## config.mk

```make
export PLATFORM = sky130hd
export DESIGN_NAME = rr_sel16_arbiter
export DESIGN_NICKNAME = d
export VERILOG_FILES = /design/src/rtl/sel_pkg.sv /design/src/rtl/rr_pick16.sv /design/src/rtl/sel4to16.sv /design/src/rtl/rr_sel16_arbiter.sv
export SDC_FILE = /design/constraint.sdc
export NUM_CORES = 1
export LEC_CHECK = 0
export BUFFER_PORTS_ARGS = -buffer_cell sky130_fd_sc_hd__buf_2
export CAP_MARGIN = 10
export CORE_MARGIN = 2
export CORE_UTILIZATION = 36
export CTS_CLUSTER_DIAMETER = 120
export DETAILED_ROUTE_END_ITERATION = 8
export MAX_ROUTING_LAYER = met4
export SLEW_MARGIN = 20
export SYNTH_ARGS = -nofsm -noshare
export SYNTH_HDL_FRONTEND = slang
export SYNTH_HIERARCHICAL = 1
export SYNTH_SLANG_ARGS = --single-unit
```

## constraint.sdc

```tcl
create_clock -name clk1 -period 7.2 [get_ports clk1]
set_clock_uncertainty 0.1 [all_clocks]
set_input_delay 0 -clock clk1 [delete_from_list [all_inputs] [get_ports clk1]]
set_output_delay 0 -clock clk1 [all_outputs]
set_load 0.02 [all_outputs]
```

## src/rtl/sel_pkg.sv

```systemverilog
// ----------------------------------------------------------------------------
// sel_pkg
// Shared constants and types for the 16-way round-robin path-select arbiter.
//   N_PATH     : number of requesters / selectable paths (16)
//   SEL_W      : width of a path select (log2(N_PATH))
//   HOLD_CNT_W : width of the grant-hold watchdog counter
//   arb_state_t: arbiter FSM states
// ----------------------------------------------------------------------------
package sel_pkg;

  localparam int N_PATH     = 16;
  localparam int SEL_W      = 4;
  localparam int HOLD_CNT_W = 16;

  typedef enum logic [1:0] {
    IDLE    = 2'd0,
    GRANT   = 2'd1,
    RELEASE = 2'd2
  } arb_state_t;

endpackage

```

## src/rtl/rr_pick16.sv

```systemverilog
// ----------------------------------------------------------------------------
// rr_pick16
// Combinational round-robin winner search over 16 requests. The first set
// request bit at or above ptr wins, wrapping from 15 back to 0.
// Ports:
//   req   in  [15:0] request vector, bit i = path i
//   ptr   in  [3:0]  highest-priority position for this search
//   found out        at least one request is set
//   idx   out [3:0]  winning path index (valid when found)
// ----------------------------------------------------------------------------
module rr_pick16
  import sel_pkg::*;
(
  input  logic [N_PATH-1:0] req,
  input  logic [SEL_W-1:0]  ptr,
  output logic              found,
  output logic [SEL_W-1:0]  idx
);

  logic [N_PATH-1:0] rot;
  logic [SEL_W-1:0]  off;

  // Rotate right by ptr so the priority position lands on bit 0; the doubled
  // vector supplies the wrapped-around bits.
  assign rot = N_PATH'({req, req} >> ptr);

  // Lowest set bit of the rotated vector: scan downward so the last hit wins.
  always_comb begin
    off = '0;
    for (int i = N_PATH - 1; i >= 0; i--) begin
      if (rot[i]) off = SEL_W'(i);
    end
  end

  assign found = |req;
  // Undo the rotation; the SEL_W-bit add wraps modulo 16.
  assign idx   = off + ptr;

endmodule

```

## src/rtl/sel4to16.sv

```systemverilog
// ----------------------------------------------------------------------------
// sel4to16
// 4-to-16 one-hot path-select decoder.
// Ports:
//   sel    in  [3:0]  binary path index
//   onehot out [15:0] one-hot decode of sel
// ----------------------------------------------------------------------------
module sel4to16 (
  input  logic [3:0]  sel,
  output logic [15:0] onehot
);

  assign onehot = 16'h0001 << sel;

endmodule

```

## src/rtl/rr_sel16_arbiter.sv

```systemverilog
// ----------------------------------------------------------------------------
// rr_sel16_arbiter
// Round-robin arbiter sharing one 16-way path selector among 16 requesters.
// A grant is held until the owner pulses done or drops its request, then one
// RELEASE cycle with no grant is inserted so path switching is
// break-before-make. The next search starts one past the last owner.
//
// Optional build macro SEL_TIMEOUT_EN: adds a hold watchdog that revokes a
// grant after HOLD_MAX cycles and pulses timeout during the RELEASE cycle.
// Without it, timeout is tied low and grants may be held indefinitely.
//
// Ports:
//   clk1        in          rising-edge clock
//   rst_n       in          asynchronous active-low reset
//   req         in  [15:0]  per-requester level request
//   done        in          single-cycle completion pulse from the owner
//   grant_sel   out [3:0]   registered select of current/last owner
//   grant       out [15:0]  one-hot grant, zero unless grant_valid
//   grant_valid out         a grant is active
//   timeout     out         one-cycle pulse when the watchdog revokes a grant
// ----------------------------------------------------------------------------
module rr_sel16_arbiter
  import sel_pkg::*;
#(
  parameter int N_PATH   = 16,
  parameter int SEL_W    = 4,
  parameter int HOLD_MAX = 64
) (
  input  logic              clk1,
  input  logic              rst_n,
  input  logic [N_PATH-1:0] req,
  input  logic              done,
  output logic [SEL_W-1:0]  grant_sel,
  output logic [N_PATH-1:0] grant,
  output logic              grant_valid,
  output logic              timeout
);

  sel_pkg::arb_state_t state;
  logic [SEL_W-1:0]    ptr;
  logic                found;
  logic [SEL_W-1:0]    pick_idx;
  logic [N_PATH-1:0]   dec;
  logic                owner_release;
  logic                expire;

  rr_pick16 u_pick (
    .req   (req),
    .ptr   (ptr),
    .found (found),
    .idx   (pick_idx)
  );

  sel4to16 u_dec (
    .sel    (grant_sel),
    .onehot (dec)
  );

  // Both registered, so grant only changes right after clk1 edges.
  assign grant = dec & {N_PATH{grant_valid}};

  // done and an owner request drop together still make a single release.
  assign owner_release = done | ~req[grant_sel];

`ifdef SEL_TIMEOUT_EN
  logic [HOLD_CNT_W-1:0] hold_cnt;
  logic                  timeout_q;

  assign expire = (hold_cnt == HOLD_CNT_W'(HOLD_MAX - 1));

  always_ff @(posedge clk1 or negedge rst_n) begin
    if (!rst_n) begin
      hold_cnt  <= '0;
      timeout_q <= 1'b0;
    end else begin
      // Held at zero outside GRANT, so it starts from zero on every entry.
      if (state == sel_pkg::GRANT) hold_cnt <= hold_cnt + 1'b1;
      else                         hold_cnt <= '0;
      // An owner release on the expiry cycle wins: no timeout pulse then.
      timeout_q <= (state == sel_pkg::GRANT) && !owner_release && expire;
    end
  end

  assign timeout = timeout_q;
`else
  logic unused_hold_max;

  assign unused_hold_max = (HOLD_MAX != 0);
  assign expire          = 1'b0;
  assign timeout         = 1'b0;
`endif

  always_ff @(posedge clk1 or negedge rst_n) begin
    if (!rst_n) begin
      state       <= sel_pkg::IDLE;
      ptr         <= '0;
      grant_sel   <= '0;
      grant_valid <= 1'b0;
    end else begin
      case (state)
        sel_pkg::IDLE: begin
          if (found) begin
            grant_sel   <= pick_idx;
            grant_valid <= 1'b1;
            state       <= sel_pkg::GRANT;
          end
        end
        sel_pkg::GRANT: begin
          // No preemption: only the owner (or the watchdog) ends a grant.
          if (owner_release || expire) begin
            grant_valid <= 1'b0;
            state       <= sel_pkg::RELEASE;
          end
        end
        sel_pkg::RELEASE: begin
          ptr   <= grant_sel + SEL_W'(1);
          state <= sel_pkg::IDLE;
        end
        default: begin
          grant_valid <= 1'b0;
          state       <= sel_pkg::IDLE;
        end
      endcase
    end
  end

endmodule

```

# Word level (Yosys, flattened, before mapping)
# Cells that the tools add are included.
# word_totals
register_bits,11
out_inout_bits,22
elab_cells,46
# classes
addsub,2
magnitude_cmp,1
eq_ne,4
shift,2
n_mux,24
n_bitwise,4
reduce_logical,5
# ops
cell,n
$mux 4,16
$shr 32x4->16,1
$and 16x16->16,1
$reduce_or 16->1,1
$shl 1x4->16 const A,1
$lt 4x5->1 const B,1
$add 4x1->4 const B,1
$add 4x4->4,1
$bmux 1 s4,1
$mux 2,2
$ne 2x2->1 const B,2
$pmux 2 s2,1
$reduce_and 2->1,2
$mux 1,3
$pmux 1 s3,1
$reduce_and 3->1,1
$eq 2x1->1 const B,1
$eq 2x2->1 const B,1
$logic_not 2->1,1
$not 1->1,2
$or 1x1->1,1

# Depth between registers and ports, before layout
# logic_depth
ltp_word,18
ltp_mapped,14

# Cells and area by module
# The synthesis kept the hierarchy.
# modules_own_cells
module,instances,cells_each,area_per_inst_um2,seq_area_each_um2
rr_pick16,1,99,1181.1,0.0
rr_sel16_arbiter,1,72,733.2,275.3
sel4to16,1,20,226.5,0.0

# Worst setup path after synthesis
# OpenSTA, ideal clock, no wires.
# synth_path
path_type,flip-flop to flip-flop
startpoint,reg ptr[2]
endpoint,reg grant_sel[3]
setup_time_ns,0.125
arrival_ns,3.474
required_ns,6.975
setup_slack_ns,3.501
path_stages_with_launch,15
path_buffers,2
synth_period_minus_slack_ns,3.699
path_cell_list,dfrtp_1 -> buf_2 -> clkbuf_1 -> mux4_1 -> mux4_2 -> or2_4 -> nor2_1 -> o21ai_1 -> a31oi_1 -> ha_1 -> a21o_1 -> a21oi_1 -> xnor2_1 -> xnor2_1 -> mux2_2
# synth_between
elab_chain_len,18
# synth_lines
element,line,source
from (decl),rr_sel16_arbiter.sv:40,logic [SEL_W-1:0] ptr;
from (signal assigned),rr_sel16_arbiter.sv:116,ptr <= grant_sel + SEL_W'(1);
$shr 32x4->16,rr_pick16.sv:25,"assign rot = N_PATH'({req, req} >> ptr);"
$mux 4 (16 in a row),rr_pick16.sv:31,if (rot[i]) off = SEL_W'(i);
$add 4x4->4 *,rr_pick16.sv:37,assign idx = off + ptr;
named net pick_idx[3],rr_sel16_arbiter.sv:42,logic [SEL_W-1:0] pick_idx;
to (signal assigned),rr_sel16_arbiter.sv:103,grant_sel <= pick_idx;
to (decl),rr_sel16_arbiter.sv:33,"output logic [SEL_W-1:0] grant_sel,"
# The timed path passes the listed nets; every way through them passes the cells marked *.
# A chain may end at the register's enable or synchronous reset.

# Worst setup path after layout
# layout_path
startpoint,reg ptr[1]
endpoint,reg grant_sel[3]
# The elaborated chain is that of the path after synthesis.

==> results.tsv <==
stage	metric	value	unit
global_route	initial antenna violation count	0	
die	Cell Rows	28	
finish	share of cells above drive strength 1	0.398	
timing	Slew HR	0.397	
yosys	Post-Syn Area	2140	µm²
yosys	most frequent cell after synthesis	and2_1	
global_route	Tot GR Track Use	0.161	
power	power per cell area	467	nW/µm²
clock_tree	H-tree levels	1	
clock_tree	CTS tree	yes	
yosys	ys flop type	dfrtp_1	
power	Switching Share	0.485	
yosys	Distinct cells, synth	54	
timing	Final min period	4.27	ns
global_route	GRT Residual Overflow	0	
yosys	post-synth top area cell	mux4_2	
critical_path	Worst path max stage delay	0.93	ns
critical_path	Crit Path Class	register to register	
power	Clk pwr share	0.058	
clock_tree	clk sinks	11	
yosys	main area contributors after synthesis	mux4_2 (16%), mux4_1 (14%), dfrtp_1 (13%)	
power	power share of the sequential group	0.209	
clock_tree	clk slew on worst S/H paths	0.05	ns
finish	n_diodes	0	
die	core area	5820	µm²
status	run status	finished clean	
timing	Hold Vio Cnt, Final	0	
die	Boundary Pins	41	
timing	fmax	234	MHz
yosys	syn avg cell area	11.2	µm²
power	Max VDD drop	198	µV
yosys	sequential area share after synthesis	0.129	
global_route	grt met1 use	0.225	
timing	RSZ-0062 raised after global routing	no	
critical_path	WP data required	7.23	ns
die	initial core utilization	0.368	
yosys	most frequent cells after synthesis	and2_1 (16), mux4_2 (15), mux2i_1 (13)	
power	total leakage power	0.999	nW
critical_path	crit path max-delay cell type	dfrtp_1	
yosys	number of synthesized flops with an enable pin	0	
placement	IO Port Bufs	39	
route	Wirelength per Cell	16.6	µm
timing	final setup fails	0	
global_route	pin count of the biggest net entering global routing	28	
die	die height	81.1	µm
route	Total Wirelength	4910	µm
route	Post-route DRC	0	
global_route	vias in the first global route	1591	
timing	setup_tns	0	ns
critical_path	worst-path maximum fanout	19	
yosys	#FFs+latches synth	11	
route	detailed router's first-iteration violation count	88	
timing	Final WS setup	2.93	ns
yosys	Yosys Warn Count	6	
power	internal power	0.573	mW
yosys	asr flop ratio synth	1.00	
critical_path	Critical Path Start Type	register	
timing	hold slack	0.0564	ns
yosys	share of the synthesized area in the top cell type	0.158	
clock_tree	Max clock buf depth	2	
critical_path	CP Cell Sequence	mux4_1 > mux4_1 > or2_4 > nor2_1 > o21ai_1 > a31oi_1 > ha_1 > a21o_1 > a21oi_1 > xnor2_1 > xnor2_1 > mux2_2	
route	drt first pass iters	4	
worst_hold_path	Hold Crit Class	input pin to async pin	
timing	fin crit share	0.593	
global_route	grt met3 use	0.0278	
die	Die Area	6580	µm²
power	Sw Pwr	0.539	mW
yosys	post-synthesis instance total	191	
timing	Slew Limit Fails	0	
critical_path	Arrival @ worst endpoint	4.30	ns
placement	Detailed Place HPWL	3690	µm
yosys	Synthesized Nets	215	
route	DR vias	1732	
clock_tree	later-pin clock latency in the skew report	0.24	ns
global_route	GR peak layer	met2	
clock_tree	clock root cell	clkbuf_8	
clock_tree	# resized after CTS	0	
die	Die X	81.1	µm
global_route	first-pass GRT wire length	8070	µm
clock_tree	CTS Buf Count	3	
route	number of routed nets with antenna violations	0	
timing	Slew @ Worst Pin	0.904	ns
finish	nets	246	
route	Vias/cell	5.85	
finish	area grow syn2layout	11.3	%
placement	pre-CTS setup slack	2.91	ns
job	MaxCap Viol Count	0	
critical_path	Critical Path Sink Type	register	
placement	Placer Congestion	0.971	
power	Gate power share	0.733	
global_route	M2 GR Usage	0.248	
==> cell families (layout without fill, tap and decap cells) <==
kind of cell	count (synthesis)	after routing	share of synthesized area
DFF	11	11	0.129
xor gates and xnor gates	5	5	0.0205
other	1	1	0.00175
AOI/OAI and AO/OA	20	20	0.0684
buffers and inverters	21	51	0.0614
and+or+nand+nor	73	73	0.249
adders and majority gates	5	5	0.0327
muxes	55	55	0.438
==> layout make-up <==
type                    instances  area (µm²)
repair buffers                 41         213
inverters                       6        22.5
multi-input cells             159        1730
clock buffers                   4        45.0
well taps                      75        93.8
flip-flops and latches         11         275
fillers                       591        3430
==> worst paths after layout <==
path	cells past startpoint	endpoint	slack [ns]	from
setup / recovery	12	grant_sel[3]	2.93	ptr[1]
hold / removal	2	ptr[3]	0.06	rst_n
setup reg to reg	12	grant_sel[3]	2.93	ptr[1]
hold reg to reg	1	state[1]	0.41	state[1]
max in group asynchronous	2	ptr[1]	6.73	rst_n
min in group clk1	5	state[0]	0.13	done
==> timing repair <==
item                      4_1_cts  5_1_grt
hold buffers                    1        0
hold endpoints to repair       11        0
buffers inserted                0        0
==> stage by stage <==
step / instance area, µm² / utilization / std cells / power (mW)
floorplan: 2140 / - / 191 / 0.907
global placement: 2330 / 0.400 / 291 / 1.04
detailed placement: 2330 / 0.400 / 291 / 1.05
CTS: 2380 / 0.410 / 296 / 1.12
global route: 2380 / 0.410 / 296 / 1.22
finish: 2380 / 0.410 / 296 / 1.11
==> state kept, by name, indices dropped and copies added, names as in the netlist <==
name and cells:
grant_valid 1, state 2, grant_sel 4, ptr 4
==> worst max-delay path, delay by kind of cell (launching register included) <==
| kind | cells | cell delay, ns |
|---|---|---|
| mux | 3 | 1.51 |
| flops | 1 | 0.93 |
| simple gates | 2 | 0.38 |
| xor+xnor | 2 | 0.25 |
| fa+ha+maj | 1 | 0.30 |
| compound gates | 4 | 0.71 |
==> per-layer routing <==
layer,part of all wire,vias to the layer above
li1,-,826
met3,0.032,4
met1,0.46,870
met4,0.0069,0
met2,0.51,32
met5,0,-
==> power by group through the flow <==
stage	Clock, mW	Sequential [mW]	Combinational [mW]
6_report	0.0644	0.233	0.815
5_1_grt	0.0702	0.253	0.892
4_1_cts	0.0671	0.234	0.820
3_5_place_dp	0	0.236	0.815
3_3_place_gp	0	0.235	0.810
2_1_floorplan	0	0.149	0.758
==> layout by cell type (no fill, tap or decap), types with 2 or more instances in the layout <==
cell,instances
a21oi_1,3
and2_1,16
and4b_1,4
and4bb_2,6
buf_2,39
clkbuf_8,3
dfrtp_1,11
ha_1,4
inv_1,5
mux2_1,4
mux2_2,12
mux2i_1,13
mux4_1,11
mux4_2,15
nand2_1,9
nand2b_1,4
nand3_1,4
nor2_1,7
nor3b_1,2
nor3b_2,2
nor4_1,4
nor4b_2,4
o21ai_0,4
or2_1,2
or2_4,2
xnor2_1,3
xor2_1,2
Note: power is estimated with default switching activity, not from simulation.
